File: src/rtl/fetch_sequencer.sv
`default_nettype none
// ============================================================================
// Module   : fetch_sequencer
// Purpose  : Control FSM for the instruction fetch stage. Each cycle it
//            decides whether the PC advances, whether the fetched word is
//            forwarded to decode or replaced by a NOOP bubble, and when the
//            execute-stage branch/JAL target is loaded into the PC.
// Ports    : clk, reset           - clock, synchronous active-high reset
//            iMemIn, iMemValid    - instruction word and its valid flag
//            isCtrlXfer           - predecode: word is a BRANCH or JAL
//            downstreamStall      - decode cannot accept this cycle
//            execResolved         - execute has the transfer outcome
//            pcWrtEn, pcSelTarget - PC write enable / target select
//            instruction          - word forwarded to decode
//            busyCtrl, waitCount  - registered transfer status / bubble count
//            protoErr             - sticky: execResolved with nothing pending
// Revision : 1.0 - initial release
// ============================================================================
module fetch_sequencer #(
  parameter int              DBITS       = 32,
  parameter int              BRANCH_WAIT = 2,
  parameter logic [DBITS-1:0] NOOP_WORD  = '0
) (
  input  logic             clk,
  input  logic             reset,
  input  logic [DBITS-1:0] iMemIn,
  input  logic             iMemValid,
  input  logic             isCtrlXfer,
  input  logic             downstreamStall,
  input  logic             execResolved,
  output logic             pcWrtEn,
  output logic             pcSelTarget,
  output logic [DBITS-1:0] instruction,
  output logic             busyCtrl,
  output logic [2:0]       waitCount,
  output logic             protoErr
);

  localparam logic [2:0] c_BRANCH_WAIT = 3'(BRANCH_WAIT);

  typedef enum logic [0:0] {
    S_RUN  = 1'b0,
    S_WAIT = 1'b1
  } state_t;

  state_t     state_q, state_d;
  logic [2:0] wait_cnt_q, wait_cnt_d;
  logic       busy_q, busy_d;
  logic       proto_err_q, proto_err_d;

  always_ff @(posedge clk) begin
    if (reset) begin
      state_q     <= S_RUN;
      wait_cnt_q  <= 3'd0;
      busy_q      <= 1'b0;
      proto_err_q <= 1'b0;
    end else begin
      state_q     <= state_d;
      wait_cnt_q  <= wait_cnt_d;
      busy_q      <= busy_d;
      proto_err_q <= proto_err_d;
    end
  end

  always_comb begin
    state_d     = state_q;
    wait_cnt_d  = wait_cnt_q;
    busy_d      = busy_q;
    proto_err_d = proto_err_q;
    pcWrtEn     = 1'b0;
    pcSelTarget = 1'b0;
    instruction = NOOP_WORD;

    case (state_q)
      S_RUN: begin
        // Nothing is outstanding, so any resolution is a protocol violation.
        if (execResolved) begin
          proto_err_d = 1'b1;
        end
        if (downstreamStall) begin
          // Word is held on the bus; decode ignores it while stalled.
          instruction = iMemIn;
        end else if (!iMemValid) begin
          instruction = NOOP_WORD;
        end else if (isCtrlXfer) begin
          // The branch itself issues; the PC freezes until it resolves.
          instruction = iMemIn;
          state_d     = S_WAIT;
          wait_cnt_d  = 3'd1;
          busy_d      = 1'b1;
        end else begin
          pcWrtEn     = 1'b1;
          instruction = iMemIn;
        end
      end

      S_WAIT: begin
        if (!downstreamStall) begin
          if (wait_cnt_q < c_BRANCH_WAIT) begin
            // Early resolutions are ignored; the count only saturates.
            wait_cnt_d = wait_cnt_q + 3'd1;
          end else if (execResolved) begin
            pcWrtEn     = 1'b1;
            pcSelTarget = 1'b1;
            state_d     = S_RUN;
            wait_cnt_d  = 3'd0;
            busy_d      = 1'b0;
          end
        end
      end

      default: begin
        state_d = S_RUN;
      end
    endcase

    // Reset abandons any outstanding transfer without redirecting the PC.
    if (reset) begin
      pcWrtEn     = 1'b0;
      pcSelTarget = 1'b0;
      instruction = NOOP_WORD;
    end
  end

  assign busyCtrl  = busy_q;
  assign waitCount = wait_cnt_q;
  assign protoErr  = proto_err_q;

endmodule
`default_nettype wire

File: config.mk
export PLATFORM = sky130hd
export DESIGN_NAME = fetch_sequencer
export DESIGN_NICKNAME = d
export VERILOG_FILES = /design/src/rtl/fetch_sequencer.sv
export SDC_FILE = /design/constraint.sdc
export NUM_CORES = 1
export LEC_CHECK = 0
export BUFFER_PORTS_ARGS = -buffer_cell sky130_fd_sc_hd__buf_4
export CAP_MARGIN = 20
export CORE_MARGIN = 2
export CORE_UTILIZATION = 29
export CTS_CLUSTER_SIZE = 12
export DETAILED_ROUTE_END_ITERATION = 8
export PLACE_DENSITY_LB_ADDON = 0.25
export SYNTH_ARGS = -nofsm -noshare
export SYNTH_HDL_FRONTEND = slang
export SYNTH_SLANG_ARGS = --single-unit
File: constraint.sdc
create_clock -name clk -period 1.4 [get_ports clk]
set_input_delay 0 -clock clk [delete_from_list [all_inputs] [get_ports clk]]
set_output_delay 0 -clock clk [all_outputs]
set_load 0.02 [all_outputs]
-- Word-level counts from Yosys, hierarchy flattened
Index checks and enable logic that the tools add are counted.
- register bits: 6
- bits of input ports: 38
- logic and storage cells: 52
- $add $sub $neg: 1
- $lt $le $gt $ge: 1
- equality and inequality tests: 7
- muxes and demuxes: 35
- bitwise gates (word level): 1
- reduce and logical (&&, ||, !) cells: 3
- operators by type and width (operator ; number):
    32-bit two-way mux ; 4
    1-bit two-way mux ; 21
    3-bit two-way mux ; 6
    2-bit != test, second input constant ; 6
    1-bit one-hot mux with 2 select lines ; 3
    3-bit one-hot mux with 2 select lines ; 1
    6-bit AND reduction ; 1
    5-bit AND reduction ; 1
    3-bit by 1-bit adder with 3-bit output, second input constant ; 1
    3-bit by 2-bit < comparator with 1-bit output, second input constant ; 1
    3-bit by 2-bit != test with 1-bit output, second input constant ; 1
    2-bit AND reduction ; 1
    1-bit inverter ; 1

-- Logic depth before layout (Yosys ltp)
Gate-level depths: netlist of run 1.
- depth in word-level cells: 5
- gate-level depth with buffers: 4
- gate-level depth less buffers: 3

-- Least setup slack after synthesis of run 1
No wires, ideal clock.
- path kind: register to output
- from: register wait_cnt_q[1], in the netlist waitCount[1]
- to: output pcSelTarget
- data arrival time: 1.229 ns
- setup slack: 0.171 ns
- cell stages (with the launch flop): 3
- path buffers: 0
- cell sequence: dfxtp_1 > o21ai_0 > nor3_1
- word-level cells in the longest chain between the ends: 5
- RTL lines (item ; RTL line ; source):
    start: declaration ; 47 ; logic [2:0] wait_cnt_q, wait_cnt_d;
    start signal: assignment ; 59 ; wait_cnt_q <= wait_cnt_d;
    3-bit by 2-bit < comparator with 1-bit output ; 99 ; if (wait_cnt_q < c_BRANCH_WAIT) begin
    1-bit two-way mux ; 99 ;
    1-bit two-way mux ; 98 ; if (!downstreamStall) begin
    1-bit two-way mux ; 74 ; case (state_q)
    1-bit two-way mux ; 118 ; if (reset) begin
    end: declaration ; 32 ; output logic pcSelTarget,
No other way between the ends.

-- Final worst setup path of run 1
- from: register state_q
- to: output instruction[13]
- word-level cells in the longest chain between the ends: 2
- RTL lines (item ; RTL line ; source):
    start: declaration ; 46 ; state_t state_q, state_d;
    start signal: assignment ; 58 ; state_q <= state_d;
    32-bit two-way mux ; 74 ;
    32-bit two-way mux ; 118 ;
    end: declaration ; 33 ; output logic [DBITS-1:0] instruction,
No other way between the ends.

==> results of run 1 <==
final timing paths:
path                         start                   endpoint  cells past startpoint
max             state_q$_SDFF_PP0_            instruction[13]                      4
min                   execResolved      protoErr$_SDFFE_PP0P_                      3
max reg2reg     state_q$_SDFF_PP0_  waitCount[2]$_SDFFE_PP0P_                      3
min reg2reg  busyCtrl$_SDFFE_PP0P_      busyCtrl$_SDFFE_PP0P_                      2
flip-flops by register name (all words and copies together) (netlist names):
signal,cells
state_q,1
busyCtrl,1
protoErr,1
waitCount,3
routing by layer:
layer  vias to the layer above  share of wire  GRT usage
li1                        396              -          -
met3                         2          0.090     0.0654
met5                         -              0          0
met4                         0         0.0046     0.0500
met2                        37           0.57      0.316
met1                       335           0.34      0.191
per-stage QoR:
stage	total power, mW	setup slack, ns
finish	0.706	0.110
global route	0.749	0.0439
CTS	0.713	0.00745
detailed placement	0.532	0.242
global placement	0.526	0.296
floorplan	0.353	0.171
power groups by stage:
stage                     Sequential [mW]  Combinational [mW]  Clock [mW]
after global routing                0.189               0.375       0.184
after floorplan                     0.198               0.155           0
final                               0.188               0.350       0.168
after detailed placement            0.191               0.341           0
after CTS                           0.188               0.348       0.178
after global placement              0.191               0.336           0
cells by family (layout without fill, tap and decap cells):
family | count (synthesis) | count (layout) | share of synthesized area
buffers and inverters | 7 | 85 | 0.0668
AO/OA/AOI/OAI | 14 | 14 | 0.175
flip-flops | 6 | 6 | 0.221
AND/OR/NAND/NOR | 44 | 44 | 0.514
adder cells (fa/ha/maj) | 1 | 1 | 0.0230
Yosys cell counts (all sizes together):
cell | instances | area (sq um)
o21ai | 3 | 15.0
a32o | 1 | 10.0
a21oi | 4 | 20.0
nor4 | 1 | 6.26
clkbuf | 3 | 13.8
o41ai | 1 | 8.76
dfxtp | 6 | 120
or2 | 1 | 6.26
nand2b | 1 | 8.76
nor3b | 1 | 7.51
buf | 1 | 11.3
inv | 3 | 11.3
nand3b | 1 | 7.51
and2 | 32 | 203
nor2 | 5 | 18.8
o21a | 1 | 7.51
o21bai | 1 | 7.51
nor3 | 2 | 21.3
ha | 1 | 12.5
a22o | 3 | 26.3
final cells by class:
class | count | area, sq um
clock buffer | 3 | 22.5
timing repair buffer | 79 | 611
multi-input combinational | 59 | 387
inverter | 3 | 11.3
fill | 169 | 562
sequential | 6 | 121
tap | 25 | 31.3
worst max-delay path, stage by stage (launching register included):
cell	delay, ns
dfxtp_2	0.36
nor3_4	0.23
buf_12	0.18
and2_2	0.15
buf_4	0.13
timing repair:
| item | in CTS | in global routing |
|---|---|---|
| endpoints found under the hold margin | 1 | 0 |
| resized for setup | 1 | 4 |
| hold buffers | 2 | 0 |
| setup endpoints to repair | 29 | 14 |
==> impl_summary.log, run 1 <==
INFO  metric outcome = completed
INFO  metric worst_slew_margin_rel = 0.767
INFO  metric antenna_found_initial = 0
INFO  metric initial_utilization = 0.311
INFO  metric drcViolationCount = 0
INFO  metric seq_power_share = 0.267
INFO  metric hold_path_class = input port to flip-flop
INFO  metric die-height = 47.3 um
INFO  metric synth_warnings = 0
INFO  metric core_region_area = 0.00175 sq mm
INFO  metric ff_latch_count_synth = 6
INFO  metric gr-total-overflow = 0
INFO  metric cts_bufs_inserted = 3
INFO  metric cap_violations = 0
INFO  metric post-route-cell-area = 0.00118 sq mm
INFO  metric die_width = 47.3 um
INFO  metric drtAntennaViolNets = 0
INFO  metric pwr-share-clk = 0.238
INFO  metric wire_length_of_the_first_global_routing_pass = 2.76 mm
INFO  metric grt_max_degree = 33
INFO  metric die-area = 0.00223 sq mm
INFO  metric io_pins = 77
INFO  metric gp_routability_congestion = 0.857
INFO  metric vias = 770
INFO  metric layout.nets = 191
INFO  metric dp_hpwl = 1.83 mm
INFO  metric r2r_slack = 0.29 ns
INFO  metric clk_pin_slew = 0.04 ns
INFO  metric syn-instance-count = 72
INFO  metric power-per-cell-area = 597 mW/mm^2
INFO  metric synthesis.area = 543 sq um
INFO  metric most-common-layout-cells = buf_4, and2_1, nor2_1, dfxtp_1, a21oi_1
INFO  metric worst_skew_pair.late_latency = 0.25 ns
INFO  metric drt_pass1_iterations = 4
INFO  metric timing.critical_path.to_type = output port
INFO  metric mappedNetlistNets = 111
INFO  metric fmax = 775 MHz
INFO  metric fin_crit = 1.29 ns
INFO  metric post_route_setup_tns = 0 ns
INFO  metric crit_type = flip-flop to output port
INFO  metric drv_slew = 0
INFO  metric tritoncts = built
INFO  metric post_route_cells_drive_above_1_share = 0.567
INFO  metric fin_cells = 175
INFO  metric power.switching_fraction = 0.338
INFO  metric drt-initial-drc-count = 9
INFO  metric synth.yosys.seq_area_share = 0.221
INFO  metric timing.critical_path.arrival = 1.29 ns
INFO  metric power.share.combinational = 0.495
INFO  metric internal-power = 467 uW
INFO  metric worst_ep_required_time = 1.40 ns
INFO  metric grt_setup_unrepaired = false
INFO  metric worst_clock_skew = 0.00794 ns
INFO  metric synthesis.area_per_instance = 7.54 sq um
INFO  metric finalCoreUtilization = 0.678
INFO  metric flow.area_growth_from_synthesis = 118%
INFO  metric worst_slew_pin_slew = 0.347 ns
INFO  metric critical_path.max_fanout = 32
INFO  metric vdd_drop_max = 0.000446 V
INFO  metric cts-htree-levels = 1
INFO  metric routed_via_density = 4.40
INFO  metric max_root_sink_buffers = 2
INFO  metric cts.sink_count = 6
INFO  metric final_hold_viol_count = 0
INFO  metric setup_violations = 0
INFO  metric switching_pwr = 239 uW
INFO  metric clock-root-buffer = clkbuf_4
INFO  metric fin_worst_hold_slack = 0.0158 ns
INFO  metric cts_setup_buffers = 0
INFO  metric post-route-period-util = 0.921
INFO  metric placement_row_count = 15
INFO  metric yosys.cell_types.count = 23
INFO  metric drt-wirelength-per-cell = 12.6 um
INFO  metric route.final.wire_length = 2.20 mm
INFO  metric p_leak = 0.618 nW
INFO  metric track_usage = 0.176
INFO  metric startpoint_kind_of_the_worst_setup_timing_path = flip-flop
INFO  metric dpl-instance-area = 0.00113 sq mm
INFO  metric layout_commonest_cell = buf_4
INFO  metric io_buffers = 76
INFO  metric dp_cells = 170
INFO  metric antenna-diode-count = 0
INFO  metric number_of_global_route_vias_before_repair = 610
(Power assumes the default switching activity.)
==> run 2: changes to the inputs <==
--- a/config.mk
+++ b/config.mk
@@ -11,7 +11,9 @@
 export CORE_UTILIZATION = 29
 export CTS_CLUSTER_SIZE = 12
 export DETAILED_ROUTE_END_ITERATION = 8
+export GPL_ROUTABILITY_DRIVEN = 0
 export PLACE_DENSITY_LB_ADDON = 0.25
+export SLEW_MARGIN = 25
 export SYNTH_ARGS = -nofsm -noshare
 export SYNTH_HDL_FRONTEND = slang
 export SYNTH_SLANG_ARGS = --single-unit
==> constraint.sdc (replaced) <==
create_clock -name clk -period 1.4 [get_ports clk]
set_input_delay 0.14 -clock clk [delete_from_list [all_inputs] [get_ports clk]]
set_output_delay 0.14 -clock clk [all_outputs]
set_load 0.02 [all_outputs]
==> run 2 against run 1 <==
Against the previous run:
- the run now ends with setup timing left
- worst hold slack gained 0.11 ns
- combinational power grew 11%
- routed wire length grew 4.4%
- cell count shrank 0.57%
- non-clock buffer count shrank 1
- critical path depth is the same
- largest cell class unchanged
==> impl_summary.log, run 2 (synthesized netlist as in run 1, its figures left out) <==
INFO  metric min_from = reset
INFO  metric power-per-cell-area = 569 mW/mm^2
INFO  metric drt-initial-drc-count = 11
INFO  metric fmax = 695 MHz
INFO  metric drt-wirelength-per-cell = 13.2 um
INFO  metric cts-htree-levels = 1
INFO  metric worstRegToRegCells = 3
INFO  metric io_pins = 77
INFO  metric max_root_sink_buffers = 2
INFO  metric drv_slew = 0
INFO  metric post_route_cells_drive_above_1_share = 0.584
INFO  metric cts_hold_buffers = 0
INFO  metric fin_crit = 1.44 ns
INFO  metric p_leak = 0.642 nW
INFO  metric startpoint_kind_of_the_worst_setup_timing_path = flip-flop
INFO  metric vdd_drop_max = 0.000531 V
INFO  metric hold_path_class = input port to flip-flop
INFO  metric worst_clock_skew = 0.00413 ns
INFO  metric wire_length_of_the_first_global_routing_pass = 2.50 mm
INFO  metric vias = 759
INFO  metric cts_bufs_inserted = 3
INFO  metric largest_register_ff_count = 3
INFO  metric crit_type = flip-flop to output port
INFO  metric r2r_slack = 0.27 ns
INFO  metric finalCoreUtilization = 0.739
INFO  metric number_of_global_route_vias_before_repair = 568
INFO  metric path_cells = nor3_4 -> buf_12 -> and2_1 -> buf_6
INFO  metric flow.area_growth_from_synthesis = 138%
INFO  metric post-route-period-util = 1.03
INFO  metric outcome = complete, but fails checks
INFO  metric worst_slew_pin_slew = 0.379 ns
INFO  metric setup_violations = 32
INFO  metric route.final.wire_length = 2.29 mm
INFO  metric final_hold_viol_count = 0
INFO  metric cp_slowest_stage_delay = 0.36 ns
INFO  metric reg2reg_to = waitCount[2]$_SDFFE_PP0P_
INFO  metric timing.rr.start = state_q$_SDFF_PP0_
INFO  metric cap_violations = 0
INFO  metric cts.sink_count = 6
INFO  metric path_buf_inv = 2
INFO  metric die-area = 0.00223 sq mm
INFO  metric timing.critical_path.arrival = 1.30 ns
INFO  metric gr-total-overflow = 0
INFO  metric tritoncts = built
INFO  metric grt_setup_unrepaired = true
INFO  metric placement_row_count = 15
INFO  metric setup_slack = -0.0386 ns
INFO  metric antenna_found_initial = 0
INFO  metric most-common-layout-cells = buf_4, and2_1, buf_6
INFO  metric drcViolationCount = 0
INFO  metric hold-path-cell-count = 2
INFO  metric routed_via_density = 4.36
INFO  metric antenna-diode-count = 0
INFO  metric io_buffers = 76
INFO  metric critical_path.max_fanout = 32
INFO  metric core_region_area = 0.00175 sq mm
INFO  metric layout.nets = 190
INFO  metric track_usage = 0.157
INFO  metric drtAntennaViolNets = 0
INFO  metric die_width = 47.3 um
INFO  metric initial_utilization = 0.311
INFO  metric die-height = 47.3 um
INFO  metric dp_hpwl = 1.81 mm
INFO  metric layout_commonest_cell = buf_4
INFO  metric clock-root-buffer = clkbuf_4
INFO  metric post-route-cell-area = 0.00129 sq mm
INFO  metric grt_max_degree = 33
INFO  metric path_delay_family = simple AND/OR/NAND/NOR gates
INFO  metric worst_skew_pair.late_latency = 0.25 ns
INFO  metric timing.critical_path.to_type = output port
INFO  metric filler_cell_count = 150
INFO  metric worst_slew_margin_rel = 0.745
INFO  metric drt_pass1_iterations = 4
INFO  metric min_to = state_q$_SDFF_PP0_
INFO  metric violations_in_the_final_reports = setup timing
INFO  metric dpl-instance-area = 0.00115 sq mm
INFO  metric slowest_stage = dfxtp_4
INFO  metric clk_pin_slew = 0.05 ns
INFO  metric worst_ep_required_time = 1.26 ns
INFO  metric cts_setup_buffers = 0
-- run 2: cell count changes in the layout (fill, tap and decap cells not counted), sizes merged --
cell / delta
buf: +1
dlygate4sd3: -2
-- run 2: routing by layer --
layer / vias to the layer above / track usage / wire length, um
li1: 391 / - / -
met1: 330 / 0.184 / 734
met2: 38 / 0.281 / 1370
met3: 0 / 0.0538 / 188
met4: 0 / 0.0167 / 0
met5: - / 0 / 0
-- run 2: power breakdown --
| group | total, mW | internal, mW | leakage (nW) | switching (mW) |
|---|---|---|---|---|
| Combinational | 0.388 | 0.217 | 0.579 | 0.171 |
| Clock | 0.160 | 0.0970 | 0.0138 | 0.0626 |
| Sequential | 0.187 | 0.179 | 0.0498 | 0.00823 |
| Total | 0.735 | 0.493 | 0.642 | 0.242 |
-- run 2: repair_timing --
action | in CTS | in global routing
gates resized for setup | 2 | 32
setup endpoints to repair | 33 | 33
gates cloned | 0 | 0
-- run 2: area by class of cell --
class                   instances  area [sq um]  area share
multi-input cells              59           390       0.303
repair buffers                 78           711       0.551
well taps                      25          31.3      0.0242
inverters                       3          11.3     0.00873
flip-flops and latches          6           124      0.0960
clock buffers                   3          22.5      0.0175
-- run 2: worst max path at each step --
stage | startpoint | end | depth (start not counted)
after floorplan | waitCount[1]$_SDFFE_PP0P_ | pcSelTarget | 2
after global placement | waitCount[2]$_SDFFE_PP0P_ | pcWrtEn | 4
after detailed placement | state_q$_SDFF_PP0_ | instruction[20] | 4
after CTS | state_q$_SDFF_PP0_ | instruction[20] | 4
after global routing | state_q$_SDFF_PP0_ | instruction[20] | 4
final | state_q$_SDFF_PP0_ | instruction[7] | 4
-- run 2: per-stage QoR --
stage | setup TNS (ns) | setup slack (ns) | hold slack, ns | power [mW] | instances
2_1_floorplan | 0 | 0.0309 | 0.285 | 0.353 | 72
3_3_place_gp | 0 | 0.220 | 0.389 | 0.534 | 171
5_1_grt | -1.94 | -0.0937 | 0.135 | 0.771 | 174
3_5_place_dp | 0 | 0.190 | 0.390 | 0.539 | 171
4_1_cts | -0.496 | -0.0282 | 0.124 | 0.701 | 174
6_report | -0.397 | -0.0386 | 0.128 | 0.735 | 174
==> run 3: changes to the inputs <==
==> constraint.sdc (replaced) <==
create_clock -name clk -period 1.4 [get_ports clk]
set_input_delay 0.14 -clock clk [delete_from_list [all_inputs] [get_ports clk]]
set_output_delay 0.14 -clock clk [all_outputs]
set_load 0.05 [all_outputs]
==> run 3 against run 2 <==
Against the previous run:
- clock skew rose by 0.0038 ns
- critical endpoint is now instruction[10]
- sequential share of layout area is 0.53 points lower
- the run still ends with setup timing left
- critical path depth rose by 1
- clock power is 3% higher
- worst hold slack gained 0.0091 ns
- non-clock buffer count up 5
- worst setup slack got worse by 0.060 ns
- power rose by 27%
- critical path type unchanged
- cell count increased by 2.9%
- sequential power down 2%
- routed wire length rose by 23%
==> impl_summary.log, run 3 (synthesized netlist as in run 1, its figures left out) <==
INFO  metric setup_violations = 32
INFO  metric die-height = 47.3 um
INFO  metric worst_slew_margin_rel = 0.756
INFO  metric timing.critical_path.to_type = output port
INFO  metric io_pins = 77
INFO  metric flow.area_growth_from_synthesis = 162%
INFO  metric die-area = 0.00223 sq mm
INFO  metric worst_slew_pin_slew = 0.363 ns
INFO  metric core_region_area = 0.00175 sq mm
INFO  metric route.final.wire_length = 2.83 mm
INFO  metric clk_pin_slew = 0.05 ns
INFO  metric tritoncts = built
INFO  metric timing.critical_path.arrival = 1.36 ns
INFO  metric dp_hpwl = 1.85 mm
INFO  metric slowest_stage = dfxtp_2
INFO  metric path_cells = nor3_4 -> buf_4 -> buf_12 -> and2_1 -> buf_6
INFO  metric final_hold_viol_count = 0
INFO  metric dp_cells = 172
INFO  metric largest_register_ff_count = 3
INFO  metric power-per-cell-area = 659 mW/mm^2
INFO  metric routed_via_density = 4.62
INFO  metric finalPower = 936 uW
INFO  metric cp_slowest_stage_delay = 0.33 ns
INFO  metric critical_path.max_fanout = 16
INFO  metric drt-wirelength-per-cell = 15.8 um
INFO  metric cts.sink_count = 6
INFO  metric die_width = 47.3 um
INFO  metric crit_type = flip-flop to output port
INFO  metric vdd_drop_max = 0.000512 V
INFO  metric fmax = 667 MHz
INFO  metric layout_commonest_cell = buf_4
INFO  metric worst_ep_required_time = 1.26 ns
INFO  metric most-common-layout-cells = buf_4, buf_6, and2_1
INFO  metric track_usage = 0.220
INFO  metric worst_clock_skew = 0.00797 ns
INFO  metric drv_slew = 0
INFO  metric drtAntennaViolNets = 0
INFO  metric gr-total-overflow = 0
INFO  metric drt-initial-drc-count = 7
INFO  metric finalCoreUtilization = 0.814
INFO  metric startpoint_kind_of_the_worst_setup_timing_path = flip-flop
INFO  metric grt_max_degree = 33
INFO  metric setup_slack = -0.0986 ns
INFO  metric cap_violations = 0
INFO  metric max_root_sink_buffers = 2
INFO  metric grt_setup_unrepaired = true
INFO  metric fin_worst_hold_slack = 0.137 ns
INFO  metric fin_cells = 179
INFO  metric post_route_setup_tns = -2.33 ns
INFO  metric hold_path_class = input port to flip-flop
INFO  metric fin_crit = 1.50 ns
INFO  metric post-route-period-util = 1.07
INFO  metric placement_row_count = 15
INFO  metric antenna_found_initial = 0
INFO  metric worstRegToRegCells = 4
INFO  metric vias = 827
INFO  metric initial_utilization = 0.311
INFO  metric post_route_cells_drive_above_1_share = 0.669
INFO  metric p_leak = 0.707 nW
INFO  metric clock-root-buffer = clkbuf_4
INFO  metric hold-path-cell-count = 2
INFO  metric io_buffers = 76
INFO  metric cts-htree-levels = 1
INFO  metric cts_bufs_inserted = 3
INFO  metric layout.nets = 195
INFO  metric antenna-diode-count = 0
INFO  metric outcome = complete, but fails checks
INFO  metric worst_skew_pair.late_latency = 0.26 ns
INFO  metric wire_length_of_the_first_global_routing_pass = 3.37 mm
INFO  metric number_of_global_route_vias_before_repair = 783
INFO  metric drcViolationCount = 0
INFO  metric drt_pass1_iterations = 4
INFO  metric violations_in_the_final_reports = setup timing
run 3: changes by cell type in the layout (fill, tap and decap cells not counted), moves of 2 or more:
cell	before	now
and2_1	30	24
and2_4	0	6
buf_8	0	6
dfxtp_1	5	3
run 3: final cells by class:
type,instances,area (sq um)
timing repair buffer,83,807
fill,108,325
multi-input combinational,59,419
clock buffer,3,22.5
sequential,6,129
tap,25,31.3
inverter,3,11.3
run 3: stage by stage:
stage	instance area, sq um	setup WS, ns
after floorplan	558	-0.0258
after detailed placement	1170	0.170
after CTS	1320	-0.0425
after global routing	1420	-0.157
after global placement	1170	0.217
final	1420	-0.0986
run 3: timing repair:
| item | CTS | global route |
|---|---|---|
| gates cloned | 0 | 2 |
| resized for setup | 37 | 15 |
| setup endpoints to repair | 34 | 34 |
| pin swaps | 0 | 1 |
| hold buffers | 0 | 0 |
| setup buffers | 0 | 2 |
run 3: worst paths after layout:
| check | start | end | slack (ns) |
|---|---|---|---|
| setup / recovery | state_q$_SDFF_PP0_ | instruction[10] | -0.1 |
| hold / removal | reset | state_q$_SDFF_PP0_ | 0.14 |
| setup reg to reg | state_q$_SDFF_PP0_ | waitCount[2]$_SDFFE_PP0P_ | 0.16 |
| hold reg to reg | busyCtrl$_SDFFE_PP0P_ | busyCtrl$_SDFFE_PP0P_ | 0.45 |
run 3: critical path, delay by kind of cell, from the launching register on:
family | cells | cell delay, ns
flip-flops | 1 | 0.33
buffers and inverters | 3 | 0.43
AND/OR/NAND/NOR | 2 | 0.33
run 3: power breakdown:
part,internal [mW],switching (mW),leakage (nW)
clock network,0.0973,0.0681,0.0138
logic,0.259,0.328,0.642
registers,0.176,0.00681,0.0511
run 3: layer usage:
layer  global-route usage  part of all wire
met4                0.111             0.021
met1                0.233              0.33
met5                    0                 0
met3               0.0577             0.047
met2                0.397              0.60
